### src/rtl/adxl357_seq_pkg.sv
// Shared types and constants for the ADXL357 power-up sequencer: FSM states,
// controller control-word layout, register map and the fixed init table.
package adxl357_seq_pkg;

    typedef enum logic [3:0] {
        S_PWR_WAIT,
        S_LOAD,
        S_ISSUE,
        S_WAIT_BUSY,
        S_WAIT_DONE,
        S_CHECK,
        S_POST_RST,
        S_RETRY,
        S_RUN,
        S_FAIL
    } state_t;

    localparam logic [1:0] OP_CPU_1  = 2'b00;
    localparam logic [1:0] OP_CPU_11 = 2'b01;
    localparam logic [1:0] OP_HW_11  = 2'b10;

    localparam int CTRL_EN      = 0;
    localparam int CTRL_RW      = 1;
    localparam int CTRL_OP_LSB  = 2;
    localparam int CTRL_CLK_LSB = 4;

    localparam logic [7:0] REG_DEVID_AD  = 8'h00;
    localparam logic [7:0] REG_FILTER    = 8'h28;
    localparam logic [7:0] REG_RANGE     = 8'h2C;
    localparam logic [7:0] REG_POWER_CTL = 8'h2D;
    localparam logic [7:0] REG_RESET     = 8'h2F;

    localparam logic [7:0] DEVID_AD   = 8'hAD;
    localparam logic [7:0] RESET_CODE = 8'h52;

    // For read entries the data field holds the value the read must return.
    typedef struct packed {
        logic       rd;
        logic [7:0] addr;
        logic [7:0] data;
    } init_entry_t;

    localparam int INIT_LEN = 5;

    localparam init_entry_t INIT_TABLE [INIT_LEN] = '{
        '{1'b0, REG_RESET,     RESET_CODE},
        '{1'b1, REG_DEVID_AD,  DEVID_AD},
        '{1'b0, REG_RANGE,     8'h01},
        '{1'b0, REG_FILTER,    8'h04},
        '{1'b0, REG_POWER_CTL, 8'h00}
    };

endpackage

### src/rtl/adxl357_seq_timer.sv
// Shared delay / timeout counter: counts up from zero after a clear, saturates
// at all-ones, and flags done once the count reaches the supplied limit.
module adxl357_seq_timer #(
    parameter int WIDTH = 20
) (
    input  logic             clk,
    input  logic             rst,
    input  logic             clear,
    input  logic [WIDTH-1:0] limit,
    output logic             done
);

    logic [WIDTH-1:0] count;

    // NOTE: sequential state is written with non-blocking assignments only.
    always_ff @(posedge clk) begin
        if (rst || clear) begin
            count <= '0;
        end else if (count != '1) begin
            count <= count + 1'b1;
        end
    end

    assign done = (count >= limit);

endmodule

### src/rtl/adxl357_init_sequencer.sv
// Walks the I2C controller through the ADXL357 init table, verifies the device
// ID, then hands the controller over to DRDY-triggered hardware burst mode.
module adxl357_init_sequencer
    import adxl357_seq_pkg::*;
#(
    parameter int unsigned PWRUP_CYC   = 500000,
    parameter int unsigned TIMEOUT_CYC = 200000,
    parameter int unsigned MAX_RETRY   = 3,
    parameter logic [2:0]  CLK_RATE    = 3'd6,
    parameter logic [6:0]  DEV_ADDR    = 7'h1D
) (
    input  logic        i_clk,
    input  logic        i_rst,
    input  logic        i_restart,
    input  logic [31:0] i_status,
    input  logic [31:0] i_accx,
    input  logic        i_drdy,
    output logic [31:0] o_ctrl,
    output logic [6:0]  o_dev_addr,
    output logic [7:0]  o_reg_addr,
    output logic [7:0]  o_w_data,
    output logic        o_drdy,
    output logic        o_init_done,
    output logic        o_fail,
    output logic [2:0]  o_step,
    output logic [1:0]  o_retry_cnt
);

    state_t      state;
    logic [2:0]  step;
    logic [1:0]  retry;
    logic        enable;
    logic        rw_reg;
    logic [1:0]  op_mode;
    logic        tmr_clear;
    logic        tmr_done;
    logic [19:0] tmr_limit;
    init_entry_t cur;
    logic        ready;
    logic [7:0]  ctl_state;
    logic [7:0]  rd_byte;
    logic        unused_bits;

    assign ready       = i_status[0];
    assign ctl_state   = i_status[9:2];
    assign rd_byte     = i_accx[19:12];
    assign cur         = INIT_TABLE[step];
    assign unused_bits = &{1'b0, i_status[31:10], i_status[1], i_accx[31:20], i_accx[11:0]};

    assign o_dev_addr  = DEV_ADDR;
    assign o_step      = step;
    assign o_retry_cnt = retry;

    always_comb begin
        o_ctrl                      = '0;
        o_ctrl[CTRL_EN]             = enable;
        o_ctrl[CTRL_RW]             = rw_reg;
        o_ctrl[CTRL_OP_LSB +: 2]    = op_mode;
        o_ctrl[CTRL_CLK_LSB +: 3]   = CLK_RATE;
    end

    // The timer restarts on every phase boundary so each wait is measured from its own start.
    always_comb begin
        tmr_limit = (state == S_PWR_WAIT || state == S_POST_RST) ? 20'(PWRUP_CYC - 1)
                                                                 : 20'(TIMEOUT_CYC - 1);
        tmr_clear = i_restart
                 || state inside {S_LOAD, S_CHECK, S_RETRY, S_RUN, S_FAIL}
                 || (state == S_ISSUE && ready)
                 || (state == S_WAIT_BUSY && !ready);
    end

    adxl357_seq_timer #(.WIDTH(20)) u_timer (
        .clk   (i_clk),
        .rst   (i_rst),
        .clear (tmr_clear),
        .limit (tmr_limit),
        .done  (tmr_done)
    );

    always_ff @(posedge i_clk) begin
        if (i_rst) begin
            state       <= S_PWR_WAIT;
            step        <= '0;
            retry       <= '0;
            enable      <= 1'b0;
            rw_reg      <= 1'b0;
            op_mode     <= OP_CPU_1;
            o_reg_addr  <= '0;
            o_w_data    <= '0;
            o_drdy      <= 1'b0;
            o_init_done <= 1'b0;
            o_fail      <= 1'b0;
        end else if (i_restart) begin
            state       <= S_PWR_WAIT;
            step        <= '0;
            retry       <= '0;
            enable      <= 1'b0;
            op_mode     <= OP_CPU_1;
            o_drdy      <= 1'b0;
            o_init_done <= 1'b0;
            o_fail      <= 1'b0;
        end else begin
            case (state)
                S_PWR_WAIT: if (tmr_done) state <= S_LOAD;
                S_LOAD: begin
                    o_reg_addr <= cur.addr;
                    o_w_data   <= cur.rd ? 8'h00 : cur.data;
                    op_mode    <= OP_CPU_1;
                    rw_reg     <= cur.rd;
                    enable     <= 1'b0;
                    state      <= S_ISSUE;
                end
                S_ISSUE: begin
                    if (ready) begin
                        enable <= 1'b1;
                        state  <= S_WAIT_BUSY;
                    end else if (tmr_done) begin
                        state  <= S_RETRY;
                    end
                end
                S_WAIT_BUSY: begin
                    if (!ready) begin
                        enable <= 1'b0;
                        state  <= S_WAIT_DONE;
                    end else if (tmr_done) begin
                        enable <= 1'b0;
                        state  <= S_RETRY;
                    end
                end
                S_WAIT_DONE: begin
                    if (ready && ctl_state == 8'h00) state <= S_CHECK;
                    else if (tmr_done)               state <= S_RETRY;
                end
                S_CHECK: begin
                    if (cur.rd && rd_byte != cur.data) begin
                        state <= S_RETRY;
                    end else if (step == 3'd0) begin
                        state <= S_POST_RST;
                    end else if (step == 3'(INIT_LEN - 1)) begin
                        op_mode     <= OP_HW_11;
                        rw_reg      <= 1'b1;
                        enable      <= 1'b0;
                        o_drdy      <= 1'b0;
                        o_init_done <= 1'b1;
                        state       <= S_RUN;
                    end else begin
                        step  <= step + 3'd1;
                        state <= S_LOAD;
                    end
                end
                S_POST_RST: begin
                    if (tmr_done) begin
                        step  <= 3'd1;
                        state <= S_LOAD;
                    end
                end
                S_RETRY: begin
                    enable <= 1'b0;
                    if (retry == 2'(MAX_RETRY)) begin
                        o_fail <= 1'b1;
                        state  <= S_FAIL;
                    end else begin
                        retry <= retry + 2'd1;
                        step  <= '0;
                        state <= S_PWR_WAIT;
                    end
                end
                S_RUN:  o_drdy <= i_drdy;
                S_FAIL: begin
                    enable <= 1'b0;
                    o_drdy <= 1'b0;
                end
                default: state <= S_PWR_WAIT;
            endcase
        end
    end

endmodule

### config.mk
export PLATFORM = sky130hd
export DESIGN_NAME = adxl357_init_sequencer
export DESIGN_NICKNAME = d
export VERILOG_FILES = /design/src/rtl/adxl357_seq_pkg.sv /design/src/rtl/adxl357_seq_timer.sv /design/src/rtl/adxl357_init_sequencer.sv
export SDC_FILE = /design/constraint.sdc
export NUM_CORES = 1
export LEC_CHECK = 0
export ABC_AREA = 1
export BUFFER_PORTS_ARGS = -buffer_cell sky130_fd_sc_hd__buf_2
export CAP_MARGIN = 20
export CORE_MARGIN = 2
export CORE_UTILIZATION = 45
export CTS_BUF_LIST = sky130_fd_sc_hd__clkbuf_2
export CTS_CLUSTER_SIZE = 14
export DETAILED_ROUTE_END_ITERATION = 10
export PLACE_DENSITY = 0.81
export REMOVE_ABC_BUFFERS = 1
export SKIP_LAST_GASP = 1
export SYNTH_ARGS = -nofsm -noshare
export SYNTH_HDL_FRONTEND = slang
export SYNTH_SLANG_ARGS = --single-unit
### constraint.sdc
create_clock -name i_clk -period 4.09 [get_ports i_clk]
set_input_delay 0.2045 -clock i_clk [delete_from_list [all_inputs] [get_ports i_clk]]
set_output_delay 0.2045 -clock i_clk [all_outputs]
set_load 0.005 [all_outputs]
After elaboration in Yosys (flattened, before gate mapping). Memory sizes are Yosys's and may differ from the RTL's. Cells that the tools add are included.

Add/subtract/negate cells: 3. Magnitude comparators: 2. Eq/ne operators: 22. Multiplexer cells: 36. Bitwise operators: 6. Reductions and logical operators: 32.

Operator list (number): 4-bit 2-to-1 mux (9); 17-bit 2-to-1 mux (2); 4-bit one-hot mux with 8 select lines (1); 20-bit by 1-bit adder with 20-bit output, second input constant (1); 20-bit by 19-bit >= comparator with 1-bit output (1); 20-bit != test, second input constant (1); 19-bit 2-to-1 mux (1); 4-bit by 3-bit equality test with 1-bit output, second input constant (4); 3-bit 2-to-1 mux (5); 2-bit != test, second input constant (6); 4-bit AND reduction (3); 6-bit AND reduction (2); 1-bit 2-to-1 mux (9); 3-bit one-hot mux with 3 select lines (1); 4-bit by 2-bit equality test with 1-bit output, second input constant (2); 4-bit equality test, second input constant (2); 8-bit logical NOT (1); 8-bit 2-to-1 mux (1); 8-bit != test (1); 2-bit AND reduction (4); 2-bit 2-to-1 mux (3); 3-bit nonzero test (2); 2-bit OR reduction (3); 1-bit logical OR (5); 23 further kinds (31).

Bits in registers: 52. Memory bits (read-only): 136. Input bits: 68. Logic and storage cells: 114. Memories kept: 1.

Memories: (name not given) (depth 8, bits a word 17, read ports 1, clocked after Yosys merged registers in 0, write ports 0, RTL line adxl357_init_sequencer.sv:47) `assign cur = INIT_TABLE[step];`.

Logic depth before layout (Yosys ltp). Gate-level depths: netlist (run 1).

Depth in word-level cells: 8. Depth in mapped cells: 19. Mapped depth without buffers: 19.

Modules after synthesis. From an unflattened synthesis (run 1), not the netlist that was laid out.

Cell total of the unflattened synthesis: 525. Area total of the unflattened synthesis: 3480.8 µm².

By module, submodules not included: adxl357_init_sequencer (instances 1, cells each 269, area an instance 1806.7 µm²); adxl357_seq_timer (instances 1, cells each 256, area an instance 1674.1 µm²).

Worst setup path after synthesis (run 1). Ideal clock, no wire load.

Kind: register to register. Start point: reg state[2]. End point: reg state[2]. Setup time: 0.109 ns. Data arrival time: 1.799 ns. Required time: 3.981 ns. Setup slack: 2.182 ns. Cell stages (with the launch flop): 19. Buffers on the path: 0. Period minus slack after synthesis: 1.908 ns. Path through: dfxtp_1 > inv_1 > nor2_4 > nand2_4 > nand2_8 > ha_1 > nand3_1 > nand2_1 > nand2_1 > nand2_1 > nand2_1 > nand2_1 > nand2_1 > and2_4 > nand2_1 > o31ai_1 > nand3_1 > nand2_1 > inv_1.

Cells in the longest elaborated chain, start to end: 7. Elaborated cells on any way between the ends: 23.

Ends and longest elaborated chain: from (decl) (RTL line adxl357_init_sequencer.sv:29) `state_t state;`; from (signal assigned) (RTL line adxl357_init_sequencer.sv:82) `state <= S_PWR_WAIT;`; from (signal assigned) (RTL line adxl357_init_sequencer.sv:94) `state <= S_PWR_WAIT;`; from (signal assigned) (RTL line adxl357_init_sequencer.sv:104) `S_PWR_WAIT: if (tmr_done) state <= S_LOAD;`; 4-bit by 3-bit equality test with 1-bit output / 4-bit logical NOT (equally long branches) (RTL line adxl357_init_sequencer.sv:64, adxl357_init_sequencer.sv:103); 1-bit logical OR (RTL line adxl357_init_sequencer.sv:64) `tmr_limit = (state == S_PWR_WAIT || state == S_POST_RST) ? 20'(PWRUP_CYC - 1)`; 19-bit 2-to-1 mux (RTL line adxl357_init_sequencer.sv:64); 20-bit by 19-bit >= comparator with 1-bit output (RTL line adxl357_seq_timer.sv:24) `assign done = (count >= limit);`; 4-bit 2-to-1 mux; 4-bit 2-to-1 mux (on tied branches); 4-bit one-hot mux with 8 select lines (RTL line adxl357_init_sequencer.sv:103) `case (state)`.

Several ways; a longest one is shown, not always the timed one. A chain may end at the register's enable or synchronous reset.

Worst setup path in the final report (run 1).
Start point: reg state[1]. End point: reg state[1].

The elaborated chain is that of the path after synthesis.

==> qor.txt, run 1 <==
Run status: finished clean
Startpoint Class: flop
Number of flip-flops under the largest register name: 20
Final-stage net count: 556
Overflow after GRT: 0
Drc violations: 0
Combined global-route utilization of all metal layers: 16.7%
Clk pin slew, worst setup/hold paths: 0.22 ns
Endpoint arrival time on the critical path: 2.65 ns
Top cells by area, synth: sky130_fd_sc_hd__dfxtp_1, sky130_fd_sc_hd__buf_4, sky130_fd_sc_hd__nand2_1
Vias post-DR: 2,666
Final instance count without filler cells: 557
Category of the critical setup timing path: flop to flop
Crit Reg-Reg Startpoint: state[1]
Setup-violating endpoint count in the final report: 0
Unrepaired setup endpoints after global routing: no
Top Registers: u_timer.count x20, o_reg_addr x4, state x4
Slew of the pin with the lowest slew margin: 1.03 ns
Minimum setup slack among reg-to-reg paths: 1.84 ns
Resize count post-CTS: 0
Total standard cell area after synthesis: 0.00295 mm²
Post-CTS setup buffer count: 0
Worst reg2reg endpoint: state[1]
Number of clock sinks: 42
Maximum vdd ir drop: 0.153 mV
Final RePlAce weighted congestion: 0.980
Total count of max-transition violations in the final report: 0
Pre-antenna DRT Iters: 4
Most used standard cell by instance count after synthesis: sky130_fd_sc_hd__nand2_1
Int Power: 522 µW
Total leakage power: 1.55 nW
Sequential share of power: 60.1%
ANT nets after route: 0
Inserted Clock Buffers: 5
Number of inserted diodes: 0
Worst Hold Class: primary input to flop
Worst setup path startpoint: state[1]
Number of antenna violations at the first check in global routing: 0
Syn Inst Count: 441
Synth-to-layout area growth: 5.13%
Y dimension of the die: 85.0 µm
Reported net switching power: 164 µW
Crit share post-route: 55.0%
Fraction of power spent switching nets: 23.9%
Worst clock skew on the final layout: 0.0282 ns
Dominant synthesized flop cell: sky130_fd_sc_hd__dfxtp_1
Site Rows: 29
Routed wire length per instance: 10.7 µm
Fmax: 444 MHz
Global-route wire length before repair: 10,100 µm
Effective utilization at floorplan: 46.5%
Sum Neg Setup Slack: 0 ns
Number of hold buffers added after CTS: 0
YS warnings: 0
Cell count after placement: 550
Cell taking the most area after synthesis: sky130_fd_sc_hd__dfxtp_1
Required time worst endpoint: 4.49 ns
Clock power share: 34.4%
Number of flip-flops and latches in the synthesized netlist: 42
Die Wd: 85.0 µm
Register bank with the most flops: u_timer.count
Number of failing hold endpoints at the final stage: 0
Number of placed I/O pins: 131
P per Cell Area: 221 mW/mm²
Fraction of the yosys area taken by sequential cells: 28.5%
Shortest clock period the worst path allows after layout: 2.25 ns
Top cells by count, synth: sky130_fd_sc_hd__nand2_1, sky130_fd_sc_hd__inv_1, sky130_fd_sc_hd__buf_4
Maximum number of pins on one net before global-route repair: 19
Combinational share of power: 5.5%
Post-DP HPWL: 4720 µm
Number of DRC violations after detailed-routing iteration 0: 122
# port buffers: 41
Relative max-transition margin: 30.8%
Clock insertion delay at the later pin of the skew report: 0.42 ns
Count of max-cap constraint violations: 0
Vias per std cell: 4.79
Placeable Area: 0.00635 mm²
Top cell type's share of synthesized area: 28.5%
Share of synthesized flip-flops with an asynchronous set or reset: 0%
Floorplan die area: 0.00723 mm²
Htree depth: 2
Critical path destination: state[1]
Number of synthesized flops with an enable pin: 0
Crit end category: flop
Number of global-route vias before repair: 2,361
Drt total wl: 5990 µm
Worst-case clock buffer depth: 2
Reg2reg path depth: 19
Total power after layout: 685 µW
Crit Path Max Fanout: 8
Average cell area after synthesis: 6.70 µm²
Fraction of final layout cells sized beyond drive strength 1: 18.5%
CTS root buf: sky130_fd_sc_hd__clkbuf_2
Total of fill cells in the finished design: 635
Post-synthesis cell type count: 39
CTS tree: built
metal layers:
layer	vias to the layer above	routed length (µm)	GRT usage, %
met5	-	0	0
met1	1192	2750	20.8
met4	0	70	5.19
met2	92	2810	29.3
li1	1371	-	-
met3	11	354	3.02
placed cells by master, fill, tap and decap left out:
cell / synthesis / routed
sky130_fd_sc_hd__a211oi_1: 1 / 1
sky130_fd_sc_hd__a21oi_1: 33 / 33
sky130_fd_sc_hd__a21oi_4: 2 / 2
sky130_fd_sc_hd__a31oi_1: 1 / 1
sky130_fd_sc_hd__and2_0: 1 / 1
sky130_fd_sc_hd__and2_4: 1 / 1
sky130_fd_sc_hd__and3_1: 1 / 1
sky130_fd_sc_hd__buf_2: 2 / 41
sky130_fd_sc_hd__buf_4: 47 / 1
sky130_fd_sc_hd__bufinv_16: 0 / 1
sky130_fd_sc_hd__clkbuf_2: 0 / 5
sky130_fd_sc_hd__clkinv_1: 2 / 3
sky130_fd_sc_hd__conb_1: 2 / 42
sky130_fd_sc_hd__dfxtp_1: 42 / 42
sky130_fd_sc_hd__ha_1: 8 / 8
sky130_fd_sc_hd__inv_1: 61 / 61
sky130_fd_sc_hd__inv_2: 12 / 12
sky130_fd_sc_hd__nand2_1: 80 / 80
sky130_fd_sc_hd__nand2_2: 7 / 7
sky130_fd_sc_hd__nand2_4: 2 / 2
sky130_fd_sc_hd__nand2_8: 1 / 1
sky130_fd_sc_hd__nand3_1: 21 / 21
sky130_fd_sc_hd__nand3_2: 2 / 2
sky130_fd_sc_hd__nand4_1: 6 / 6
sky130_fd_sc_hd__nand4_2: 1 / 1
sky130_fd_sc_hd__nor2_1: 42 / 42
sky130_fd_sc_hd__nor2_2: 6 / 6
sky130_fd_sc_hd__nor2_4: 3 / 3
sky130_fd_sc_hd__nor3_1: 12 / 12
sky130_fd_sc_hd__nor3_2: 2 / 2
sky130_fd_sc_hd__nor3_4: 1 / 1
sky130_fd_sc_hd__nor4_1: 1 / 1
sky130_fd_sc_hd__o211ai_1: 2 / 2
sky130_fd_sc_hd__o21a_1: 1 / 1
sky130_fd_sc_hd__o21ai_0: 17 / 17
sky130_fd_sc_hd__o21ai_1: 5 / 5
sky130_fd_sc_hd__o31ai_1: 4 / 4
sky130_fd_sc_hd__or2_2: 1 / 1
sky130_fd_sc_hd__xnor2_1: 3 / 3
sky130_fd_sc_hd__xor2_1: 4 / 4
final cells by class:
| class | instances | area, µm² | area share [%] |
|---|---|---|---|
| Multi-Input combinational cell | 314 | 1610 | 52.0 |
| Timing Repair Buffer | 42 | 213 | 6.85 |
| Clock buffer | 5 | 25.0 | 0.806 |
| Clock inverter | 2 | 33.8 | 1.09 |
| Tap cell | 77 | 96.3 | 3.10 |
| Inverter | 75 | 282 | 9.07 |
| Sequential cell | 42 | 841 | 27.1 |
logic make-up after synthesis:
kind of cell / count (synthesis) / share of synthesized area [%]
buffers and inverters: 125 / 21.9
and+or+nand+nor: 191 / 31.2
other: 2 / 0.254
xor gates and xnor gates: 7 / 2.08
adders and majority gates: 8 / 3.39
DFF: 42 / 28.5
AOI/OAI and AO/OA: 66 / 12.7
critical path, cell delays in order (launching register included):
cell                      delay, ns
sky130_fd_sc_hd__dfxtp_1       0.48
sky130_fd_sc_hd__inv_2         0.11
sky130_fd_sc_hd__nor2_4        0.14
sky130_fd_sc_hd__nand2_4       0.11
sky130_fd_sc_hd__nand2_8       0.12
sky130_fd_sc_hd__ha_1          0.24
sky130_fd_sc_hd__nand3_1       0.08
sky130_fd_sc_hd__nand2_1       0.06
sky130_fd_sc_hd__nand2_1       0.06
sky130_fd_sc_hd__nand2_1       0.06
sky130_fd_sc_hd__nand2_1       0.06
sky130_fd_sc_hd__nand2_1       0.05
sky130_fd_sc_hd__nand2_1       0.09
sky130_fd_sc_hd__and2_4        0.18
sky130_fd_sc_hd__nand2_2       0.05
sky130_fd_sc_hd__nand2_2       0.06
sky130_fd_sc_hd__nand2_1       0.08
sky130_fd_sc_hd__nand3_1       0.11
sky130_fd_sc_hd__nand2_1       0.05
sky130_fd_sc_hd__inv_1         0.04
through the flow:
stage	util (%)	cell area [µm²]	setup slack [ns]	hold WS, ns
after floorplan	-	2740	2.18	0.274
after global routing	48.9	3100	1.60	0.0175
after global placement	48.0	3050	1.94	0.438
after CTS	48.9	3100	1.86	0.0179
final	48.9	3100	1.84	0.0307
after detailed placement	48.0	3050	1.92	0.444
how the worst min path moves through the flow:
stage               startpoint             to  slack [ns]  depth (start not counted)
finish                  i_drdy         o_drdy        0.03                          3
global route             i_rst  o_reg_addr[0]        0.02                          2
detailed placement      o_fail         o_fail        0.44                          2
floorplan                i_rst  o_reg_addr[0]        0.27                          1
CTS                     i_drdy         o_drdy        0.02                          3
global placement        o_fail         o_fail        0.44                          2
power by group through the flow:
stage	combinational, mW	sequential, mW	clock (mW)
after floorplan	0.0202	0.420	0
after detailed placement	0.0366	0.420	0
after global routing	0.0434	0.413	0.257
after CTS	0.0368	0.412	0.241
final	0.0374	0.412	0.236
after global placement	0.0356	0.420	0
Power figures use the tool's default switching activity.
==> run 2, diff against run 1 <==
- CORE_UTILIZATION: 45 -> 44
- PLACE_DENSITY: 0.81 -> 0.82
- clock period: 4.09 -> 1.96 ns (I/O delays scaled with it)
==> qor.txt, run 2 (same netlist as run 1, synthesis figures left out) <==
Run status: finished with violations
Failing checks: setup timing
CTS tree: built
Endpoint with the worst hold slack: enable
Drc violations: 0 (unchanged)
Final RePlAce weighted congestion: 0.884 (-9.7%)
Endpoint arrival time on the critical path: 2.32 ns (-0.33 ns)
ANT nets after route: 0 (unchanged)
Minimum setup slack among reg-to-reg paths: -0.04 ns (-1.88 ns)
Inserted Clock Buffers: 5 (unchanged)
Worst-path cell with the longest stage delay: sky130_fd_sc_hd__dfxtp_4
Pre-antenna DRT Iters: 5 (+1)
Final worst setup slack: -0.0418 ns (-1.88 ns)
Worst reg2reg endpoint: state[2]
Total count of max-transition violations in the final report: 0 (unchanged)
Synth-to-layout area growth: 18.6%
Clock insertion delay at the later pin of the skew report: 0.42 ns (about the same)
Htree depth: 2 (unchanged)
Number of instances on the worst hold path: 5 (+2)
Number of flip-flops under the largest register name: 20 (unchanged)
Effective utilization at floorplan: 46.0% (-0.53 points)
Clk pin slew, worst setup/hold paths: 0.22 ns (about the same)
Commonest non-fill, non-tap cells in the layout: sky130_fd_sc_hd__nand2_1, sky130_fd_sc_hd__inv_1, sky130_fd_sc_hd__conb_1
Crit Path Max Fanout: 4 (-4)
Critical path's most frequent cell: sky130_fd_sc_hd__nand2_1
Number of antenna violations at the first check in global routing: 0 (unchanged)
Maximum number of pins on one net before global-route repair: 19 (unchanged)
Top Registers: u_timer.count x20, o_reg_addr x4, state x4
Die Wd: 85.9 µm (+1.1%)
Final instance count without filler cells: 590 (+5.9%)
Number of inserted diodes: 0 (unchanged)
Cell Chain, Critical Path: nor2_2 > nand2_4 > nand2_8 > ha_4 > nand3_2 > nand2_1 > nand2_1 > nand2_1 > nand2_1 > nand2_1 > nand2_2 > and2_4 > nand2_1 > o31ai_2 > nand3_2 > nand2_1 > inv_1
Worst setup path startpoint: state[3]
Cell count after placement: 573 (+4.2%)
P per Cell Area: 374 mW/mm² (+69%)
Total leakage power: 1.74 nW (+12%)
Routed wire length per instance: 11.9 µm (+11%)
Number of failing hold endpoints at the final stage: 0 (unchanged)
Worst slack, placed: -0.0850 ns (-2.01 ns)
Number of clock sinks: 42 (unchanged)
Count of max-cap constraint violations: 0 (unchanged)
Y dimension of the die: 85.9 µm (+1.1%)
Site Rows: 29 (unchanged)
Combined global-route utilization of all metal layers: 17.7% (+0.99 points)
Crit share post-route: 102% (+47 points)
Fraction of final layout cells sized beyond drive strength 1: 29.8% (+11 points)
Reg2reg path depth: 17 (-2)
Number of DRC violations after detailed-routing iteration 0: 143 (+17%)
Overflow after GRT: 0 (unchanged)
Crit end category: flop
Vias per std cell: 4.87 (+1.7%)
Crit Reg-Reg Startpoint: state[3]
CP peak stage delay: 0.42 ns (-0.06 ns)
Category of the critical setup timing path: flop to flop
Leading cell type in the layout, fill and taps excluded: sky130_fd_sc_hd__nand2_1
Unrepaired setup endpoints after global routing: yes
Fmax: 500 MHz (+12%)
Worst-case clock buffer depth: 2 (unchanged)
Number of global-route vias before repair: 2,603 (+10%)
Vias post-DR: 2,872 (+7.7%)
Final-stage net count: 589 (+5.9%)
Final cell utilization of the core: 54.5% (+5.6 points)
Start point of the worst hold path: i_status[0]
Worst Hold Class: primary input to flop
Number of placed I/O pins: 131 (unchanged)
Placeable Area: 0.00642 mm² (+1.1%)
Global-route wire length before repair: 10,800 µm (+7.0%)
Maximum vdd ir drop: 0.302 mV (+97%)
Floorplan die area: 0.00738 mm² (+2.2%)
Drt total wl: 7040 µm (+18%)
Worst clock skew on the final layout: 0.0323 ns (+0.00416 ns)
Setup-violating endpoint count in the final report: 3 (+3)
Post-DP HPWL: 5160 µm (+9.5%)
Relative max-transition margin: 64.8% (+34 points)
Startpoint Class: flop
Shortest clock period the worst path allows after layout: 2.00 ns (-0.249 ns)
Slew of the pin with the lowest slew margin: 0.524 ns (-0.508 ns)
# port buffers: 41 (unchanged)
CTS root buf: sky130_fd_sc_hd__clkbuf_2
Required time worst endpoint: 2.27 ns (-2.22 ns)
Register bank with the most flops: u_timer.count
Sum Neg Setup Slack: -0.0942 ns (-0.0942 ns)
-- run 2: cell types whose count changed in the layout (fill, tap and decap cells not counted), moves of 3 or more --
cell	delta
sky130_fd_sc_hd__nand2_4	+3
sky130_fd_sc_hd__dfxtp_1	-8
sky130_fd_sc_hd__dfxtp_4	+3
sky130_fd_sc_hd__nor2_4	+4
sky130_fd_sc_hd__nand2_1	-11
sky130_fd_sc_hd__nand2_2	+8
sky130_fd_sc_hd__dlygate4sd3_1	+3
sky130_fd_sc_hd__buf_6	+3
sky130_fd_sc_hd__nor2_1	-4
sky130_fd_sc_hd__nand3_1	-3
sky130_fd_sc_hd__buf_4	+27
sky130_fd_sc_hd__dfxtp_2	+5
-- run 2: worst max-delay path by stage --
| stage | endpoint | slack [ns] | cells after the start |
|---|---|---|---|
| final | state[2] | -0.04 | 17 |
| after global routing | enable | -0.16 | 18 |
| after CTS | state[2] | -0.009 | 18 |
| after detailed placement | state[2] | -0.08 | 18 |
| after global placement | state[2] | -0.05 | 19 |
| after floorplan | state[2] | 0.05 | 18 |
-- run 2: through the flow --
stage | power (mW) | instance area (µm²) | hold WS (ns)
after floorplan | 0.918 | 2740 | 0.167
after global placement | 0.951 | 3220 | 0.373
after detailed placement | 0.953 | 3220 | 0.377
after CTS | 1.31 | 3340 | 0.219
after global routing | 1.36 | 3500 | 0.251
final | 1.31 | 3500 | 0.231
-- run 2: worst max-delay path, delay by kind of cell, from the launching register on --
family | cells | cell delay [ns]
compound gates | 1 | 0.07
fa+ha+maj | 1 | 0.20
buf+inv | 1 | 0.04
flops | 1 | 0.42
simple gates | 14 | 1.17
-- run 2: where the power goes --
part           internal [mW]  total, mW  leakage [nW]  switching (mW)
Sequential             0.854      0.857         0.343         0.00281
Clock                 0.0773      0.364        0.0286           0.287
Combinational         0.0322     0.0879          1.36          0.0557
-- run 2: what timing repair did --
action / 4_1_cts / 5_1_grt
pin swaps: 5 / 14
buffers inserted: 2 / 5
resized for setup: 15 / 36
hold endpoints to repair: 9 / 0
hold buffers: 3 / 0
setup endpoints to repair: 9 / 23
-- run 2: layout make-up --
type	count	area, µm²
fillers	611	2920
multi-input cells	314	1750
flip-flops and latches	42	858
repair buffers	75	479
inverters	75	284
well taps	77	96.3
clock buffers	5	25.0
clock inverters	2	10.0
-- run 2: per-layer routing --
metal | GRT usage (%) | vias up | wire (µm) | part of all wire (%)
li1 | - | 1446 | - | -
met2 | 32.2 | 101 | 3510 | 50
met3 | 3.27 | 18 | 391 | 5.6
met5 | 0 | - | 0 | 0
met1 | 20.7 | 1307 | 2980 | 42
met4 | 6.06 | 0 | 156 | 2.2
==> run 3, diff against run 2 <==
- ABC_AREA: 1 -> not set
- CORE_UTILIZATION: 44 -> 43
- CTS_CLUSTER_DIAMETER: not set -> 100
==> qor.txt, run 3 <==
Clock power share: 27.7% (about the same)
# port buffers: 41 (unchanged)
Number of DRC violations after detailed-routing iteration 0: 189 (+32%)
Top cell type's share of synthesized area: 31.2% (+2.7 points)
Crit Path Max Fanout: 3 (-1)
Leading cell type in the layout, fill and taps excluded: sky130_fd_sc_hd__nor2_1
Commonest non-fill, non-tap cells in the layout: sky130_fd_sc_hd__nor2_1, sky130_fd_sc_hd__conb_1, sky130_fd_sc_hd__buf_2
Combinational share of power: 6.3% (-0.4 points)
Placeable Area: 0.00599 mm² (-6.7%)
Number of flip-flops and latches in the synthesized netlist: 42 (unchanged)
Crit share post-route: 109% (+6.9 points)
Combined global-route utilization of all metal layers: 17.0% (-0.73 points)
Htree depth: 2 (unchanged)
Worst-path cell with the longest stage delay: sky130_fd_sc_hd__dfxtp_2
Number of clock sinks: 42 (unchanged)
Top cells by area, synth: sky130_fd_sc_hd__dfxtp_1, sky130_fd_sc_hd__buf_4, sky130_fd_sc_hd__nor2_1
Inserted Clock Buffers: 5 (unchanged)
Fraction of final layout cells sized beyond drive strength 1: 29.1% (-0.72 points)
Syn Inst Count: 335 (-24%)
Post-DP HPWL: 4480 µm (-13%)
Total power after layout: 1.30 mW (-0.58%)
Reported net switching power: 320 µW (-7.5%)
Final instance count without filler cells: 477 (-19%)
Final-stage net count: 478 (-19%)
Post-synthesis cell type count: 62 (+59%)
Cell taking the most area after synthesis: sky130_fd_sc_hd__dfxtp_1
Final cell utilization of the core: 53.2% (-1.4 points)
Clock insertion delay at the later pin of the skew report: 0.40 ns (-0.02 ns)
Worst clock skew on the final layout: 0.00890 ns (-0.0234 ns)
Failing checks: setup timing
Y dimension of the die: 83.2 µm (-3.2%)
CTS root buf: sky130_fd_sc_hd__clkbuf_2
Overflow after GRT: 0 (unchanged)
Final worst setup slack: -0.176 ns (-0.134 ns)
Share of synthesized flip-flops with an asynchronous set or reset: 0% (unchanged)
Setup-violating endpoint count in the final report: 7 (+4)
Total standard cell area after synthesis: 0.00270 mm² (-8.7%)
Fmax: 468 MHz (-6.3%)
Vias per std cell: 5.31 (+9.1%)
Number of inserted diodes: 0 (unchanged)
Sequential share of power: 66.0% (+0.5 points)
Shortest clock period the worst path allows after layout: 2.14 ns (+0.134 ns)
Dominant synthesized flop cell: sky130_fd_sc_hd__dfxtp_1
Final RePlAce weighted congestion: 0.848 (-4.1%)
Crit end category: flop
Drc violations: 0 (unchanged)
Top cells by count, synth: sky130_fd_sc_hd__buf_4, sky130_fd_sc_hd__nor2_1, sky130_fd_sc_hd__dfxtp_1
Maximum number of pins on one net before global-route repair: 19 (unchanged)
Total leakage power: 1.37 nW (-21%)
Drt total wl: 6220 µm (-12%)
Site Rows: 28 (-3.4%)
Cell count after placement: 462 (-19%)
Category of the critical setup timing path: flop to flop
Total count of max-transition violations in the final report: 0 (unchanged)
Routed wire length per instance: 13.0 µm (+9.2%)
Number of failing hold endpoints at the final stage: 0 (unchanged)
Number of synthesized flops with an enable pin: 0 (unchanged)
Slew of the pin with the lowest slew margin: 0.777 ns (+0.253 ns)
Effective utilization at floorplan: 45.0% (-0.97 points)
Fraction of the yosys area taken by sequential cells: 31.2% (+2.7 points)
Clk pin slew, worst setup/hold paths: 0.19 ns (-0.03 ns)
Most used standard cell by instance count after synthesis: sky130_fd_sc_hd__buf_4
CP peak stage delay: 0.38 ns (-0.04 ns)
Worst-case clock buffer depth: 2 (unchanged)
Endpoint arrival time on the critical path: 2.45 ns (+0.13 ns)
ANT nets after route: 0 (unchanged)
Floorplan die area: 0.00692 mm² (-6.3%)
Die Wd: 83.2 µm (-3.2%)
Worst Hold Class: primary input to flop
Int Power: 982 µW (+1.9%)
Fraction of power spent switching nets: 24.6% (-1.8 points)
Run status: finished with violations
Count of max-cap constraint violations: 0 (unchanged)
Startpoint Class: flop
Unrepaired setup endpoints after global routing: yes
Relative max-transition margin: 48.1% (-17 points)
Vias post-DR: 2,534 (-12%)
CTS tree: built
Top Registers: u_timer.count x20, o_reg_addr x4, state x4
Number of antenna violations at the first check in global routing: 0 (unchanged)
Number of placed I/O pins: 131 (unchanged)
Maximum vdd ir drop: 0.216 mV (-29%)
YS warnings: 0 (unchanged)
Number of global-route vias before repair: 2,280 (-12%)
P per Cell Area: 409 mW/mm² (+9.3%)
Pre-antenna DRT Iters: 4 (-1)
Average cell area after synthesis: 8.05 µm² (+20%)
Buffering stage count on the worst path with inverters included: 2 (+1)
Delay-heaviest family, CP: compound AO/OA/AOI/OAI gates
Number of flip-flops under the largest register name: 20 (unchanged)
Global-route wire length before repair: 9920 µm (-7.9%)
Register bank with the most flops: u_timer.count
Synth-to-layout area growth: 18.1%
Required time worst endpoint: 2.28 ns (about the same)
Cell Chain, Critical Path: xnor2_2 > nand2_2 > inv_2 > buf_6 > ha_4 > a41oi_2 > a211oi_2 > o21bai_2 > a21o_4 > o221a_4
run 3: cell types whose count changed in the layout (fill, tap and decap cells not counted), sizes merged, moves of 7 or more:
| cell | delta |
|---|---|
| inv | -66 |
| nand2 | -69 |
| o21ai | -13 |
| nand3 | -7 |
| a21oi | -19 |
| nor2 | -7 |
run 3: kinds of logic after synthesis:
logic type                 synth area share (%)
muxes                                     0.742
and+or+nand+nor                            26.2
other                                     0.279
DFF                                        31.2
xor gates and xnor gates                   4.87
buffers and inverters                      16.7
adders and majority gates                  4.08
AOI/OAI and AO/OA                          16.0
run 3: metrics by stage:
| stage | instance area (µm²) | hold slack, ns | TNS [ns] | worst slack (ns) |
|---|---|---|---|---|
| floorplan | 2420 | 0.167 | -19.41 | -0.894 |
| global placement | 2970 | 0.390 | -0.983 | -0.170 |
| detailed placement | 2970 | 0.398 | -1.59 | -0.271 |
| CTS | 3100 | 0.192 | -1.03 | -0.206 |
| global route | 3180 | 0.185 | -1.49 | -0.264 |
| finish | 3180 | 0.221 | -0.763 | -0.176 |
run 3: worst min-delay path, stage by stage:
cell and delay [ns]:
sky130_fd_sc_hd__buf_2 0.13, sky130_fd_sc_hd__o311ai_1 0.12, sky130_fd_sc_hd__a32o_1 0.25
run 3: cell type report:
cell class	count	area, µm²
Timing Repair Buffer	81	517
Multi-Input combinational cell	265	1670
Sequential cell	42	847
Inverter	7	26.3
Fill cell	541	2810
Clock buffer	7	35.0
Tap cell	75	93.8
run 3: worst paths after layout:
| check | slack [ns] | startpoint | cells past startpoint | to |
|---|---|---|---|---|
| max | -0.18 | state[2] | 10 | o_step[2] |
| min | 0.22 | i_status[0] | 3 | state[2] |
| max reg2reg | -0.18 | state[2] | 10 | o_step[2] |
| min reg2reg | 0.48 | o_reg_addr[1] | 2 | o_reg_addr[1] |
run 3: power by group through the flow:
stage / clock network [mW] / registers [mW] / logic (mW)
5_1_grt: 0.406 / 0.860 / 0.0912
3_5_place_dp: 0 / 0.876 / 0.0747
6_report: 0.361 / 0.859 / 0.0816
2_1_floorplan: 0 / 0.876 / 0.0363
4_1_cts: 0.374 / 0.859 / 0.0793
3_3_place_gp: 0 / 0.876 / 0.0728
run 3: what timing repair did:
| item | in CTS | in global routing |
|---|---|---|
| hold buffers | 3 | 0 |
| endpoints found under the setup margin | 7 | 13 |
| hold endpoints to repair | 9 | 0 |
| cloned | 0 | 0 |
| buffers inserted | 2 | 3 |
| pin swaps | 13 | 9 |
| resized for setup | 10 | 17 |
run 3: layer usage:
metal  GRT usage [%]  routed length (µm)  vias to the layer above
li1                -                   -                     1217
met1            20.9                2590                     1179
met2            28.5                2990                      120
met3            2.78                 420                       18
met4            8.79                 216                        0
met5               0                   0                        -
